===== config.mk =====
export PLATFORM = sky130hd
export DESIGN_NAME = apb_slave_ctrl
export DESIGN_NICKNAME = d
export VERILOG_FILES = /design/src/rtl/uart_apb_pkg.sv /design/src/rtl/dff.sv /design/src/rtl/apb_slave_ctrl.sv
export SDC_FILE = /design/constraint.sdc
export NUM_CORES = 1
export LEC_CHECK = 0
export BUFFER_PORTS_ARGS = -buffer_cell sky130_fd_sc_hd__buf_2
export CAP_MARGIN = 15
export CORE_UTILIZATION = 27
export DETAILED_ROUTE_END_ITERATION = 12
export PLACE_DENSITY_LB_ADDON = 0.05
export REMOVE_ABC_BUFFERS = 1
export SETUP_SLACK_MARGIN = 0.2
export SYNTH_ARGS = -nofsm -noshare
export SYNTH_HDL_FRONTEND = slang
export SYNTH_SLANG_ARGS = --single-unit

===== constraint.sdc =====
create_clock -name pclk -period 2.5 [get_ports pclk]
set_input_delay 0.75 -clock pclk [delete_from_list [all_inputs] [get_ports pclk]]
set_output_delay 0.75 -clock pclk [all_outputs]
set_load 0.02 [all_outputs]

===== src/rtl/uart_apb_pkg.sv =====
// Purpose: shared types and constants for the UART APB slave front-end.
// Latency: n/a (types, constants and a constant function only).
// Backpressure: n/a.
package uart_apb_pkg;

  typedef enum logic {
    IDLE   = 1'b0,
    ACCESS = 1'b1
  } apb_state_e;

  // Largest programmable wait-state count; sized to the 4-bit wait counter.
  localparam int MAX_WAIT = 15;

  // Number of byte-offset bits below the register index for a bus width.
  function automatic int addr_lsb(input int dw);
    return $clog2(dw / 8);
  endfunction

endpackage


===== src/rtl/dff.sv =====
// Purpose: generic flop bank with asynchronous active-low reset.
// Latency: 1 cycle d -> q.
// Backpressure: none; loads every cycle.
// Ports: clk, reset_b (async active-low), d/q [FLOP_WIDTH].
module dff #(
  parameter int                    FLOP_WIDTH = 1,
  parameter logic [FLOP_WIDTH-1:0] RESET_VAL  = '0
) (
  input  logic                  clk,
  input  logic                  reset_b,
  input  logic [FLOP_WIDTH-1:0] d,
  output logic [FLOP_WIDTH-1:0] q
);

  always_ff @(posedge clk or negedge reset_b) begin
    if (!reset_b) q <= RESET_VAL;
    else          q <= d;
  end

endmodule


===== src/rtl/apb_slave_ctrl.sv =====
// Purpose: APB3/APB4 slave front-end for the UART register bank (decode, wait states, strobes, errors).
// Latency: setup + (WAIT_STATES+1) access cycles; strobes and prdata appear in the completion cycle.
// Backpressure: pready held low for WAIT_STATES access cycles; psel drop aborts without strobes.
// Ports: APB side pclk/preset_n/psel/penable/pwrite/paddr/pwdata/pstrb -> pready/prdata/pslverr;
//        bank side reg_idx/wr_en/wr_data/wr_strb/rd_en out, rdata_i in (combinational read data).
module apb_slave_ctrl
  import uart_apb_pkg::*;
#(
  parameter int                  DATA_WIDTH  = 32,
  parameter int                  ADDR_WIDTH  = 8,
  parameter int                  NUM_REGS    = 8,
  parameter int                  WAIT_STATES = 0,
  parameter logic [NUM_REGS-1:0] RO_MASK     = '0,
  localparam int                 STRB_W      = DATA_WIDTH / 8,
  localparam int                 IDX_W       = (NUM_REGS > 1) ? $clog2(NUM_REGS) : 1
) (
  input  logic                  pclk,
  input  logic                  preset_n,
  input  logic                  psel,
  input  logic                  penable,
  input  logic                  pwrite,
  input  logic [ADDR_WIDTH-1:0] paddr,
  input  logic [DATA_WIDTH-1:0] pwdata,
  input  logic [STRB_W-1:0]     pstrb,
  output logic                  pready,
  output logic [DATA_WIDTH-1:0] prdata,
  output logic                  pslverr,
  output logic [IDX_W-1:0]      reg_idx,
  output logic                  wr_en,
  output logic [DATA_WIDTH-1:0] wr_data,
  output logic [STRB_W-1:0]     wr_strb,
  output logic                  rd_en,
  input  logic [DATA_WIDTH-1:0] rdata_i
);

  localparam int                  ADDR_LSB = addr_lsb(DATA_WIDTH);
  localparam int                  IDXF_W   = ADDR_WIDTH - ADDR_LSB;
  localparam logic [ADDR_WIDTH-1:0] LSB_MASK = ADDR_WIDTH'((1 << ADDR_LSB) - 1);

  if (!(DATA_WIDTH == 8 || DATA_WIDTH == 16 || DATA_WIDTH == 32)) begin : g_bad_dw
    $error("apb_slave_ctrl: DATA_WIDTH must be 8, 16 or 32");
  end
  if (WAIT_STATES < 0 || WAIT_STATES > MAX_WAIT) begin : g_bad_wait
    $error("apb_slave_ctrl: WAIT_STATES out of range 0..MAX_WAIT");
  end
  if (NUM_REGS < 1 || NUM_REGS > (1 << IDXF_W)) begin : g_bad_regs
    $error("apb_slave_ctrl: NUM_REGS exceeds the decodable index space");
  end

  apb_state_e        state, state_d;
  logic [0:0]        state_q;
  logic [3:0]        wait_cnt;
  logic              write_q;
  logic              err_q;
  logic [IDX_W-1:0]  idx_q;

  logic [IDXF_W-1:0] paddr_idx;
  logic              out_of_range;
  logic              misaligned;
  logic              ro_hit;
  logic              setup_err;
  logic              setup_acc;
  logic              completion;

  assign paddr_idx    = paddr[ADDR_WIDTH-1:ADDR_LSB];
  assign out_of_range = (int'(paddr_idx) >= NUM_REGS);
  assign misaligned   = |(paddr & LSB_MASK);

  // Loop compare keeps RO_MASK lookups in range even for out-of-range indices.
  always_comb begin
    ro_hit = 1'b0;
    for (int i = 0; i < NUM_REGS; i++) begin
      if (int'(paddr_idx) == i) ro_hit = RO_MASK[i];
    end
  end

  assign setup_err  = out_of_range | misaligned | (pwrite & ro_hit);
  assign setup_acc  = (state == IDLE) && psel && !penable;
  assign completion = (state == ACCESS) && (wait_cnt == '0) && psel && penable;

  // penable seen in IDLE is a protocol violation and is simply ignored.
  always_comb begin
    state_d = state;
    if (state == IDLE) begin
      if (psel && !penable) state_d = ACCESS;
    end else begin
      if (!psel)                          state_d = IDLE;
      else if (wait_cnt == '0 && penable) state_d = IDLE;
    end
  end

  dff #(.FLOP_WIDTH(1)) u_state (
    .clk     (pclk),
    .reset_b (preset_n),
    .d       (state_d),
    .q       (state_q)
  );
  assign state = apb_state_e'(state_q);

  // Transfer attributes are captured at the setup edge so the access phase
  // does not depend on the master holding paddr/pwrite stable.
  always_ff @(posedge pclk or negedge preset_n) begin
    if (!preset_n) begin
      wait_cnt <= '0;
      write_q  <= 1'b0;
      err_q    <= 1'b0;
      idx_q    <= '0;
    end else if (setup_acc) begin
      wait_cnt <= 4'(WAIT_STATES);
      write_q  <= pwrite;
      err_q    <= setup_err;
      idx_q    <= (NUM_REGS > 1) ? paddr_idx[IDX_W-1:0] : '0;
    end else if (state == ACCESS) begin
      if (!psel)                wait_cnt <= '0;
      else if (wait_cnt != '0)  wait_cnt <= wait_cnt - 4'd1;
    end
  end

  // Strobes and response are decoded from the completion cycle so the bank
  // sees exactly one strobe and can return rdata_i in the same cycle.
  assign pready  = !((state == ACCESS) && (wait_cnt != '0));
  assign pslverr = completion & err_q;
  assign wr_en   = completion & !err_q & write_q;
  assign rd_en   = completion & !err_q & !write_q;
  assign wr_data = pwdata;
  assign wr_strb = wr_en ? pstrb : '0;
  assign prdata  = rd_en ? rdata_i : '0;
  assign reg_idx = idx_q;

endmodule


# Yosys cells after proc, flatten, opt, wreduce, memory -nomap -nowiden
# Cells that the tools add are included.
[classes] add_sub_neg=1 order_cmp=1 n_eq_ne=1 muxes=10 n_bitwise=6 n_reduce_logical=17
[ops] operator="32-bit two-way mux" n=1
[ops] operator="4-bit two-way mux" n=5
[ops] operator="1-bit logical AND" n=8
[ops] operator="6-bit by 4-bit greater-or-equal comparator with 1-bit output (second input constant)" n=1
[ops] operator="1-bit bitwise AND" n=4
[ops] operator="1-bit logical NOT" n=4
[ops] operator="4-bit logical NOT" n=1
[ops] operator="1-bit two-way mux" n=4
[ops] operator="4-bit nonzero test" n=1
[ops] operator="4-bit by 1-bit subtractor with 4-bit output (second input constant)" n=1
[ops] operator="3-bit by 1-bit inequality test with 1-bit output (second input constant)" n=1
[ops] operator="2-bit AND reduction" n=1
[ops] operator="2-bit nonzero test" n=1
[ops] operator="2-bit OR reduction" n=1
[ops] operator="1-bit NOT" n=1
[ops] operator="1-bit bitwise OR" n=1
[totals] reg_bits=10 out_inout_bits=75 elab_cells=41

# Depth between registers and ports, before layout
# Gate-level depths: netlist of the first run.
[logic_depth] word_depth=7 ltp_mapped=7 mapped_depth_nobuf=5

# Cells and area by module
# From an unflattened synthesis of the first run, not the netlist that was laid out.
[unflattened] hier_cells=121 area_unflattened_um2=1053.5
[by_module_without_submodules] module="apb_slave_ctrl" n_inst=1 cells_per_inst=120 area_each_um2=1028.5 seq_area_each_um2=225.2
[by_module_without_submodules] module="dff" n_inst=1 cells_per_inst=1 area_each_um2=25.0 seq_area_each_um2=25.0

# Least setup slack after synthesis of the first run
# Ideal clock, no wire load.
[synth_timing] kind="register -> output" start="register wait_cnt[0]" end="output wr_strb[0]" t_arrival_ns=2.026 required_time_ns=1.750 setup_slack_ns=-0.276 path_stages_with_launch=7 path_buffers=1 path_cell_list="dfrtp_1 > inv_1 > ha_1 > or3b_1 > buf_6 > nor4_2 > and2_1"
[synth_between] elab_chain_cells=7
[synth_rtl] item="from (decl)" line_no="apb_slave_ctrl.sv:52" text="logic [3:0] wait_cnt;"
[synth_rtl] item="from (signal assigned)" line_no="apb_slave_ctrl.sv:109" text="wait_cnt <= 4'(WAIT_STATES);"
[synth_rtl] item="from (signal assigned)" line_no="apb_slave_ctrl.sv:115" text="else if (wait_cnt != '0) wait_cnt <= wait_cnt - 4'd1;"
[synth_rtl] item="4-bit logical NOT" line_no="apb_slave_ctrl.sv:79" text="assign completion = (state == ACCESS) && (wait_cnt == '0) && psel && penable;"
[synth_rtl] item="1-bit logical AND (3 in a row)" line_no="apb_slave_ctrl.sv:79"
[synth_rtl] item="1-bit bitwise AND (2 in a row)" line_no="apb_slave_ctrl.sv:123" text="assign wr_en = completion & !err_q & write_q;"
[synth_rtl] item="net wr_en" line_no="apb_slave_ctrl.sv:29" text="output logic wr_en,"
[synth_rtl] item="4-bit two-way mux" line_no="apb_slave_ctrl.sv:126" text="assign wr_strb = wr_en ? pstrb : '0;"
[synth_rtl] item="to (decl)" line_no="apb_slave_ctrl.sv:31" text="output logic [STRB_W-1:0] wr_strb,"
# The timed path passes the listed nets, and every way through them passes these cells.

# Worst setup path in the final report of the first run
[layout_timing] start="register wait_cnt[1]" end="output prdata[13]"
[layout_between] elab_chain_cells=7
[layout_rtl] item="4-bit logical NOT" line_no="apb_slave_ctrl.sv:79"
[layout_rtl] item="1-bit logical AND (3 in a row)" line_no="apb_slave_ctrl.sv:79"
[layout_rtl] item="1-bit bitwise AND (2 in a row)" line_no="apb_slave_ctrl.sv:124" text="assign rd_en = completion & !err_q & !write_q;"
[layout_rtl] item="32-bit two-way mux" line_no="apb_slave_ctrl.sv:127" text="assign prdata = rd_en ? rdata_i : '0;"
[layout_rtl] item="to (decl)" line_no="apb_slave_ctrl.sv:26" text="output logic [DATA_WIDTH-1:0] prdata,"
# No other way between the ends.

==> flow_summary_export.csv, run 1 <==
group,metric,value,unit
synthesis,postSynthCellCount,121,
synthesis,yosys_warnings,0,
finish,drive_above_1_share,0.7959,
setup_path,max_stage_delay,0.39,ns
floorplan,coreArea,3689,µm²
setup_path,cp.depth,8,
floorplan,die_h,64.47,µm
finish,nets,281,
power,peakVddDrop,0.3244,mV
setup_path,ff2ff_path_depth,7,
grt,gr-total-overflow,0,
floorplan,fp-row-count,22,
power,p_leak,0.9388,nW
clock_network,cts.sinks,10,
detailed_routing,vias,1132,
synthesis,seq_area_frac_synth,0.2375,
detailed_routing,antenna_left,0,
floorplan,dieArea,4156,µm²
timing,final_critical_path_setup_slack,-0.1969,ns
floorplan,die_w,64.47,µm
clock_network,cts-root-buf,"clkbuf_8",
setup_path,startpoint_type,"flop",
detailed_routing,wl_per_cell,19.75,µm
place,post-place-ws,-0.08046,ns
power,power_density,485.3,nW/µm²
synthesis,syn-cell-area,1054,µm²
setup_path,worstPathCellList,"inv_2, ha_4, or3b_4, nor4_4, buf_6, buf_6, and2_4, buf_6",
outcome,violations,"setup timing",
detailed_routing,drc,0,
clock_network,ctsLongestPathBuffers,2,
min_path,hold_class,"input port to asynchronous set/reset pin",
setup_path,worst-path-buf-inv,4,
synthesis,synth_edf_count,0,
setup_path,critical_path_arrival,1.95,ns
grt,grt_pass1_vias,902,
finish,final_core_util,0.5034,
synthesis,synth_mux_area_frac,0.05226,
setup_path,worst_path_max_delay_cell,"or3b_4",
timing,finClkSkew,0.001357,ns
setup_path,crit_path_end_kind,"primary output",
detailed_routing,drt-vias-per-instance,4.639,
place,dp_hpwl,3682,µm
setup_path,cp_common_cell,"buf_6",
setup_path,cp_top_family,"simple AND/OR/NAND/NOR gates",
timing,max_freq,0.3708,GHz
synthesis,synth_xor_area_frac,0.008314,
floorplan,initial_core_util,0.2856,
synthesis,ys_ff_latch,10,
timing,tightest_slew,0.4969,ns
clock_network,cts_tree,"done",
synthesis,synth_compound_area_frac,0.05582,
clock_network,cts.clk_slew.worst_paths,0.04,ns
detailed_routing,wl,4819,µm
synthesis,synth-simple-area-share,0.3337,
place,placed_area,1379,µm²
timing,timing.final.crit_share,1.079,
setup_path,crit_type,"flop to primary output",
timing,final_hold_viol_count,0,
timing,relSlewSlack,0.6673,
timing,slew_violations,0,
clock_network,cts_buffers,3,
synthesis,netlist-cell-type-count,25,
finish,syn_to_final_growth,76.25,%
timing,fin_crit,2.697,ns
synthesis,synthAdderAreaFrac,0.02375,
place,port_buffers,91,
setup_path,path_max_fanout,8,
grt,grt_pass1_wl,5796,µm
flow_run,cap_violations,0,
timing,rsz0062_at_grt,"yes",
floorplan,pin_count,156,
finish,n_antenna_cell,0,
place,place_congestion,0.7453,
setup_path,required,1.75,ns
detailed_routing,drtIter0Drc,39,
synthesis,ys.flop_type,"dfrtp_1",
synthesis,synth_top_family_by_area,"simple AND/OR/NAND/NOR gates",
outcome,outcome,"finished with violations",
clock_network,cts_max_level,1,
grt,antenna_found_initial,0,
clock_network,insertion_delay,0.24,ns
grt,grt_usage,0.2023,
grt,grt_max_degree,34,
detailed_routing,dr.pass1.iters,4,
synthesis,synthArstFlopShare,1.000,
synthesis,syn_area_per_cell,8.707,µm²
finish,final_area,1857,µm²
timing,setup_violations,38,
## where the power goes
part | leakage [nW] | internal, mW | total [mW] | switching [mW]
Sequential | 0.127 | 0.200 | 0.233 | 0.0330
Clock | 0.0216 | 0.105 | 0.165 | 0.0600
Combinational | 0.790 | 0.275 | 0.503 | 0.228
Total | 0.939 | 0.580 | 0.901 | 0.321
## layout make-up
class / instances / area [µm²]
Clock buffer: 3 / 41.29
Tap cell: 48 / 60.06
Multi-Input combinational cell: 70 / 616.8
Inverter: 5 / 18.77
Fill cell: 345 / 1832
Timing Repair Buffer: 108 / 869.6
Sequential cell: 10 / 250.2
## final timing paths
kind | start | endpoint | slack, ns
worst min register to register | reg_idx[1] | reg_idx[1] | 0.50
min in group pclk | reg_idx[1] | reg_idx[1] | 0.50
worst min-delay path | preset_n | reg_idx[2] | 0.37
worst max-delay path | wait_cnt[1] | prdata[13] | -0.20
max in group asynchronous | preset_n | wait_cnt[2] | 1.94
worst max register to register | wait_cnt[1] | wait_cnt[1] | 0.73
## per-layer routing
metal  global-route usage  share of wire  vias up
met4              0.05833          0.013        0
met2               0.3474           0.50      130
met1               0.1364           0.26      488
li1                     -              -      507
met5                    0              0        -
met3               0.2324           0.23        7
## cell usage in the layout (no fill, tap or decap), types with 2 or more instances in the layout
cell type	instances
nor2b_1	3
buf_2	51
inv_1	3
clkbuf_8	3
o2bb2ai_1	3
and2_4	32
buf_4	17
nor4_4	2
mux2_2	4
o21ai_0	3
dfrtp_1	10
buf_6	37
clkbuf_16	2
inv_2	2
nand2_1	2
a21oi_1	2
and2_1	4
## what timing repair did
item | 4_1_cts | 5_1_grt
cloned | 0 | 3
endpoints found under the setup margin | 40 | 40
gates resized for setup | 60 | 57
hold buffers | 0 | 0
setup buffers | 1 | 2
pin swaps | 2 | 25
## Yosys cell counts, types with 2 or more instances
cell,number,area [µm²]
a21oi_1,2,10.01
and2_1,36,225.2
buf_4,32,240.2
buf_6,4,45.04
dfrtp_1,10,250.2
ha_1,2,25.02
inv_1,5,18.77
mux2_2,4,45.04
nand2_1,3,11.26
nor2b_1,3,18.77
nor3_1,2,10.01
o21ai_0,3,15.01
o2bb2ai_1,3,26.28
## flip-flops by register name, summed over array words and instances (netlist names)
| register | flops |
|---|---|
| wait_cnt | 4 |
| reg_idx | 3 |
| err_q | 1 |
| u_state.q | 1 |
| write_q | 1 |
## metrics by stage
| step | hold slack [ns] | instances | power, mW | setup TNS [ns] |
|---|---|---|---|---|
| 2_1_floorplan | 0.4544 | 85 | 0.4419 | -18.16 |
| 3_3_place_gp | 0.4900 | 235 | 0.6099 | -1.062 |
| 3_5_place_dp | 0.4949 | 235 | 0.6112 | -2.279 |
| 4_1_cts | 0.3744 | 239 | 0.8581 | -8.563 |
| 5_1_grt | 0.3860 | 244 | 0.9553 | -9.883 |
| 6_report | 0.3688 | 244 | 0.9010 | -6.505 |
## logic make-up after synthesis
kind of cell | count (synthesis)
buffers and inverters | 41
AOI/OAI and AO/OA | 9
adders and majority gates | 2
xor gates and xnor gates | 1
muxes | 5
and+or+nand+nor | 53
DFF | 10
Note: power is estimated with default switching activity, not from simulation.
==> run 2: changes to the inputs <==
--- a/config.mk
+++ b/config.mk
@@ -7,10 +7,10 @@
 export LEC_CHECK = 0
 export BUFFER_PORTS_ARGS = -buffer_cell sky130_fd_sc_hd__buf_2
 export CAP_MARGIN = 15
+export CORE_MARGIN = 1
 export CORE_UTILIZATION = 27
 export DETAILED_ROUTE_END_ITERATION = 12
 export PLACE_DENSITY_LB_ADDON = 0.05
-export REMOVE_ABC_BUFFERS = 1
 export SETUP_SLACK_MARGIN = 0.2
 export SYNTH_ARGS = -nofsm -noshare
 export SYNTH_HDL_FRONTEND = slang
==> run 2 against run 1 <==
Against the previous run:
- the run still ends with setup timing left
- design area grew 2.0%
- register-to-register slack got worse by 0.07 ns
- total power increased by 8.9%
- critical path type unchanged
- largest power group unchanged
==> flow_summary_export.csv, run 2 (synthesis gave the netlist of run 1 again) <==
group,metric,value,unit
outcome,outcome,"finished with violations",
outcome,violations,"setup timing",
place,dp.cells,235,
floorplan,pin_count,156,
finish,nets,285,
power,peakVddDrop,0.4053,mV
timing,final_critical_path_setup_slack,-0.2240,ns
timing,slew_violations,0,
grt,antenna_found_initial,0,
timing,finClkSkew,0.0007489,ns
min_path,hold_class,"input port to asynchronous set/reset pin",
finish,final_cell_count_no_fill,249,
timing,fin_crit,2.724,ns
floorplan,fp-row-count,22,
place,port_buffers,91,
finish,drive_above_1_share,0.8060,
timing,rsz0062_at_grt,"yes",
finish,final_cell_mix,"buf_2 (52), buf_6 (37), and2_4 (34)",
timing,timing.final.crit_share,1.090,
clock_network,cts.clk_slew.worst_paths,0.05,ns
floorplan,die_h,64.47,µm
finish,syn_to_final_growth,79.81,%
setup_path,crit_path_end_kind,"primary output",
floorplan,dieArea,4156,µm²
detailed_routing,dr.pass1.iters,4,
place,place_congestion,0.6995,
detailed_routing,wl,3309,µm
setup_path,critical_path_arrival,1.97,ns
finish,regMostFlops,"wait_cnt",
grt,grt_usage,0.1456,
setup_path,startpoint_type,"flop",
timing,tightest_slew,0.5234,ns
finish,largest_reg_flops,4,
setup_path,required,1.75,ns
floorplan,die_w,64.47,µm
finish,final_area,1894,µm²
grt,grt_pass1_vias,1101,
detailed_routing,drt-vias-per-instance,4.394,
synthesis,syn_nets,204,
power,power_density,518.1,nW/µm²
detailed_routing,antenna_left,0,
clock_network,cts-root-buf,"clkbuf_8",
clock_network,ctsLongestPathBuffers,2,
detailed_routing,vias,1094,
clock_network,hold_buffers,0,
timing,holdWs,0.3722,ns
clock_network,cts.sinks,10,
power,p_total,0.9814,mW
floorplan,coreArea,3689,µm²
grt,grt_max_degree,25,
timing,final_hold_viol_count,0,
timing,relSlewSlack,0.6496,
finish,nFillCells,348,
place,post-place-ws,-0.1747,ns
finish,n_antenna_cell,0,
flow_run,cap_violations,0,
clock_network,insertion_delay,0.23,ns
detailed_routing,drtIter0Drc,19,
timing,max_freq,0.3671,GHz
power,p_leak,0.9687,nW
detailed_routing,drc,0,
setup_path,crit_type,"flop to primary output",
clock_network,cts_max_level,1,
detailed_routing,wl_per_cell,13.29,µm
floorplan,initial_core_util,0.2856,
finish,final_core_util,0.5136,
grt,gr-total-overflow,0,
place,dp_hpwl,2423,µm
timing,fin_tns_setup,-7.141,ns
finish,final_common_cell,"buf_2",
place,placed_area,1469,µm²
timing,setup_violations,40,
clock_network,cts_buffers,3,
clock_network,cts_tree,"done",
setup_path,path_max_fanout,12,
grt,grt_pass1_wl,4857,µm
==> run 2: cell count changes in the layout (fill, tap and decap cells not counted), sizes merged <==
| cell | before | now |
|---|---|---|
| clkbuf | 5 | 6 |
| buf | 106 | 110 |
==> run 2: layout make-up <==
class,instances,area (µm²),share of cell area
multi-input cells,70,613.1,0.3236
flip-flops and latches,10,250.2,0.1321
clock buffers,4,55.05,0.02906
well taps,48,60.06,0.03170
inverters,5,18.77,0.009908
repair buffers,112,897.1,0.4736
==> run 2: worst max-delay path, stage by stage (launching register included) <==
cell	delay [ns]
dfrtp_1	0.38
inv_2	0.09
ha_4	0.13
or3b_4	0.39
nor4_4	0.17
buf_6	0.17
clkbuf_16	0.16
and2_4	0.14
buf_6	0.11
==> run 2: routing by layer <==
layer | track usage | wire length, µm
met1 | 0.1448 | 1152
met2 | 0.2803 | 1746
met3 | 0.05458 | 381
met4 | 0.03611 | 29
met5 | 0 | 0
==> run 2: path summary, 6_finish.rpt <==
check	start	end	slack, ns	cells after the start
worst min register to register	reg_idx[2]	reg_idx[2]	0.50	1
worst min-delay path	preset_n	reg_idx[1]	0.37	1
worst max register to register	wait_cnt[1]	wait_cnt[1]	0.66	8
min in group pclk	reg_idx[2]	reg_idx[2]	0.50	1
worst max-delay path	wait_cnt[1]	prdata[5]	-0.22	8
max in group asynchronous	preset_n	wait_cnt[0]	1.94	1
==> run 2: what timing repair did <==
item | in CTS | in global routing
pin swaps | 7 | 8
resized for setup | 80 | 7
setup endpoints to repair | 40 | 40
setup buffers | 4 | 3
gates cloned | 1 | 2
==> run 2: report_power, final <==
part           switching (mW)  internal, mW  total (mW)
clock                  0.0607         0.138       0.199
combinational           0.234         0.319       0.553
sequential             0.0306         0.199       0.230
total                   0.325         0.656       0.981
==> run 3: changes to the inputs <==
--- a/config.mk
+++ b/config.mk
@@ -12,6 +12,7 @@
 export DETAILED_ROUTE_END_ITERATION = 12
 export PLACE_DENSITY_LB_ADDON = 0.05
 export SETUP_SLACK_MARGIN = 0.2
+export SKIP_CTS_REPAIR_TIMING = 1
 export SYNTH_ARGS = -nofsm -noshare
 export SYNTH_HDL_FRONTEND = slang
 export SYNTH_SLANG_ARGS = --single-unit
==> run 3 against run 2 <==
Against the previous run:
- the run still ends with setup timing left
- clock skew increased by 0.0012 ns
- critical path depth unchanged
- first-iteration DRC count unchanged
- core utilization decreased by 0.85 points
- die area unchanged
- non-clock buffer count decreased by 4
- largest cell class unchanged
==> flow_summary_export.csv, run 3 (synthesis gave the netlist of run 1 again) <==
group,metric,value,unit
setup_path,worst-path-buf-inv,4,
flow_run,cap_violations,0,
detailed_routing,dr.pass1.iters,4,
detailed_routing,drt-vias-per-instance,4.396,
outcome,outcome,"finished with violations",
detailed_routing,drtIter0Drc,19,
synthesis,syn_nets,204,
detailed_routing,wl_per_cell,13.29,µm
place,port_buffers,91,
finish,regMostFlops,"wait_cnt",
finish,largest_reg_flops,4,
clock_network,cts.clk_slew.worst_paths,0.05,ns
grt,grt_pass1_wl,4312,µm
place,placed_area,1469,µm²
finish,drive_above_1_share,0.8020,
clock_network,insertion_delay,0.23,ns
timing,fin_tns_setup,-9.215,ns
clock_network,cts_buffers,3,
power,p_total,0.8877,mW
setup_path,crit_type,"flop to primary output",
setup_path,critical_path_arrival,2.02,ns
floorplan,pin_count,156,
power,p_leak,0.9496,nW
setup_path,cp_top_family,"simple AND/OR/NAND/NOR gates",
detailed_routing,antenna_left,0,
clock_network,cts_tree,"done",
grt,grt_usage,0.1270,
timing,relSlewSlack,0.6472,
place,place_congestion,0.6995,
min_path,hold_class,"input port to asynchronous set/reset pin",
grt,gr-total-overflow,0,
setup_path,worstPathCellList,"inv_2, ha_4, or3b_4, nor4_4, buf_6, clkbuf_16, and2_4, buf_6",
floorplan,fp-row-count,22,
grt,grt_use_met1,0.1298,
place,dp_hpwl,2423,µm
timing,fin_crit,2.771,ns
grt,busiest_layer,"met2",
floorplan,coreArea,3689,µm²
setup_path,worst_path_max_delay_cell,"dfrtp_1",
timing,max_freq,0.3609,GHz
clock_network,cts-root-buf,"clkbuf_8",
setup_path,crit_path_end_kind,"primary output",
detailed_routing,vias,1077,
finish,final_cell_mix,"buf_2 (51), buf_6 (36), and2_4 (34)",
finish,syn_to_final_growth,76.84,%
finish,final_area,1863,µm²
clock_network,cts_max_level,1,
floorplan,die_h,64.47,µm
timing,setup_violations,38,
outcome,violations,"setup timing",
timing,tightest_slew,0.5268,ns
finish,nets,281,
timing,rsz0062_at_grt,"yes",
timing,slew_violations,0,
setup_path,required,1.75,ns
clock_network,ctsLongestPathBuffers,2,
setup_path,startpoint_type,"flop",
setup_path,reg2reg_from,"wait_cnt[0]",
timing,final_critical_path_setup_slack,-0.2707,ns
grt,grt_pass1_vias,970,
detailed_routing,wl,3256,µm
power,power_density,476.5,nW/µm²
finish,n_antenna_cell,0,
power,peakVddDrop,0.4020,mV
setup_path,worstSetupStartpoint,"wait_cnt[0]",
grt,grt_max_degree,25,
setup_path,max_stage_delay,0.39,ns
timing,timing.final.crit_share,1.108,
grt,grt_use_met3,0.05458,
floorplan,die_w,64.47,µm
setup_path,cp_common_cell,"buf_6",
timing,finClkSkew,0.001902,ns
setup_path,path_max_fanout,6,
floorplan,dieArea,4156,µm²
grt,met2_usage,0.2382,
clock_network,cts.sinks,10,
finish,final_common_cell,"buf_2",
detailed_routing,drc,0,
floorplan,initial_core_util,0.2856,
grt,antenna_found_initial,0,
timing,final_hold_viol_count,0,
-- run 3: cell count changes in the layout (fill, tap and decap cells not counted), sizes merged --
cell,change
buf,-4
-- run 3: routing by layer --
layer | wire length [µm] | vias up | part of all wire
li1 | - | 508 | -
met1 | 1158 | 472 | 0.36
met2 | 1732 | 91 | 0.53
met3 | 349 | 6 | 0.11
met4 | 16 | 0 | 0.0049
met5 | 0 | - | 0
-- run 3: report_power, final --
part           internal, mW  total (mW)  switching, mW
combinational         0.248       0.458          0.210
sequential            0.199       0.230         0.0305
clock                 0.138       0.200         0.0618
total                 0.586       0.888          0.302
-- run 3: worst reg2reg max path: stages, from the launching register on --
cell,delay (ns)
dfrtp_1,0.39
inv_2,0.09
ha_4,0.14
or3b_4,0.39
buf_4,0.18
mux2_2,0.27
o2bb2ai_1,0.14
-- run 3: layout make-up --
class	instances	area [µm²]
Sequential cell	10	250.2
Multi-Input combinational cell	70	613.1
Timing Repair Buffer	108	865.8
Tap cell	48	60.06
Fill cell	352	1826
Inverter	5	18.77
Clock buffer	4	55.05
-- run 3: worst paths after layout --
kind,depth (start not counted),slack [ns],to
hold / removal,1,0.37,reg_idx[2]
min in group pclk,1,0.50,reg_idx[2]
setup reg to reg,6,0.83,wait_cnt[1]
max in group asynchronous,1,1.94,wait_cnt[0]
hold reg to reg,1,0.50,reg_idx[2]
setup / recovery,8,-0.27,prdata[18]
-- run 3: through the flow --
stage | hold WS (ns) | setup slack [ns] | cells | util
finish | 0.3722 | -0.2707 | 245 | 0.5051
detailed placement | 0.4947 | -0.1747 | 235 | 0.3982
CTS | 0.3750 | -0.4427 | 239 | 0.4132
global route | 0.3871 | -0.3480 | 245 | 0.5051
global placement | 0.4857 | -0.1114 | 235 | 0.3982
floorplan | 0.4544 | -0.1454 | 121 | -
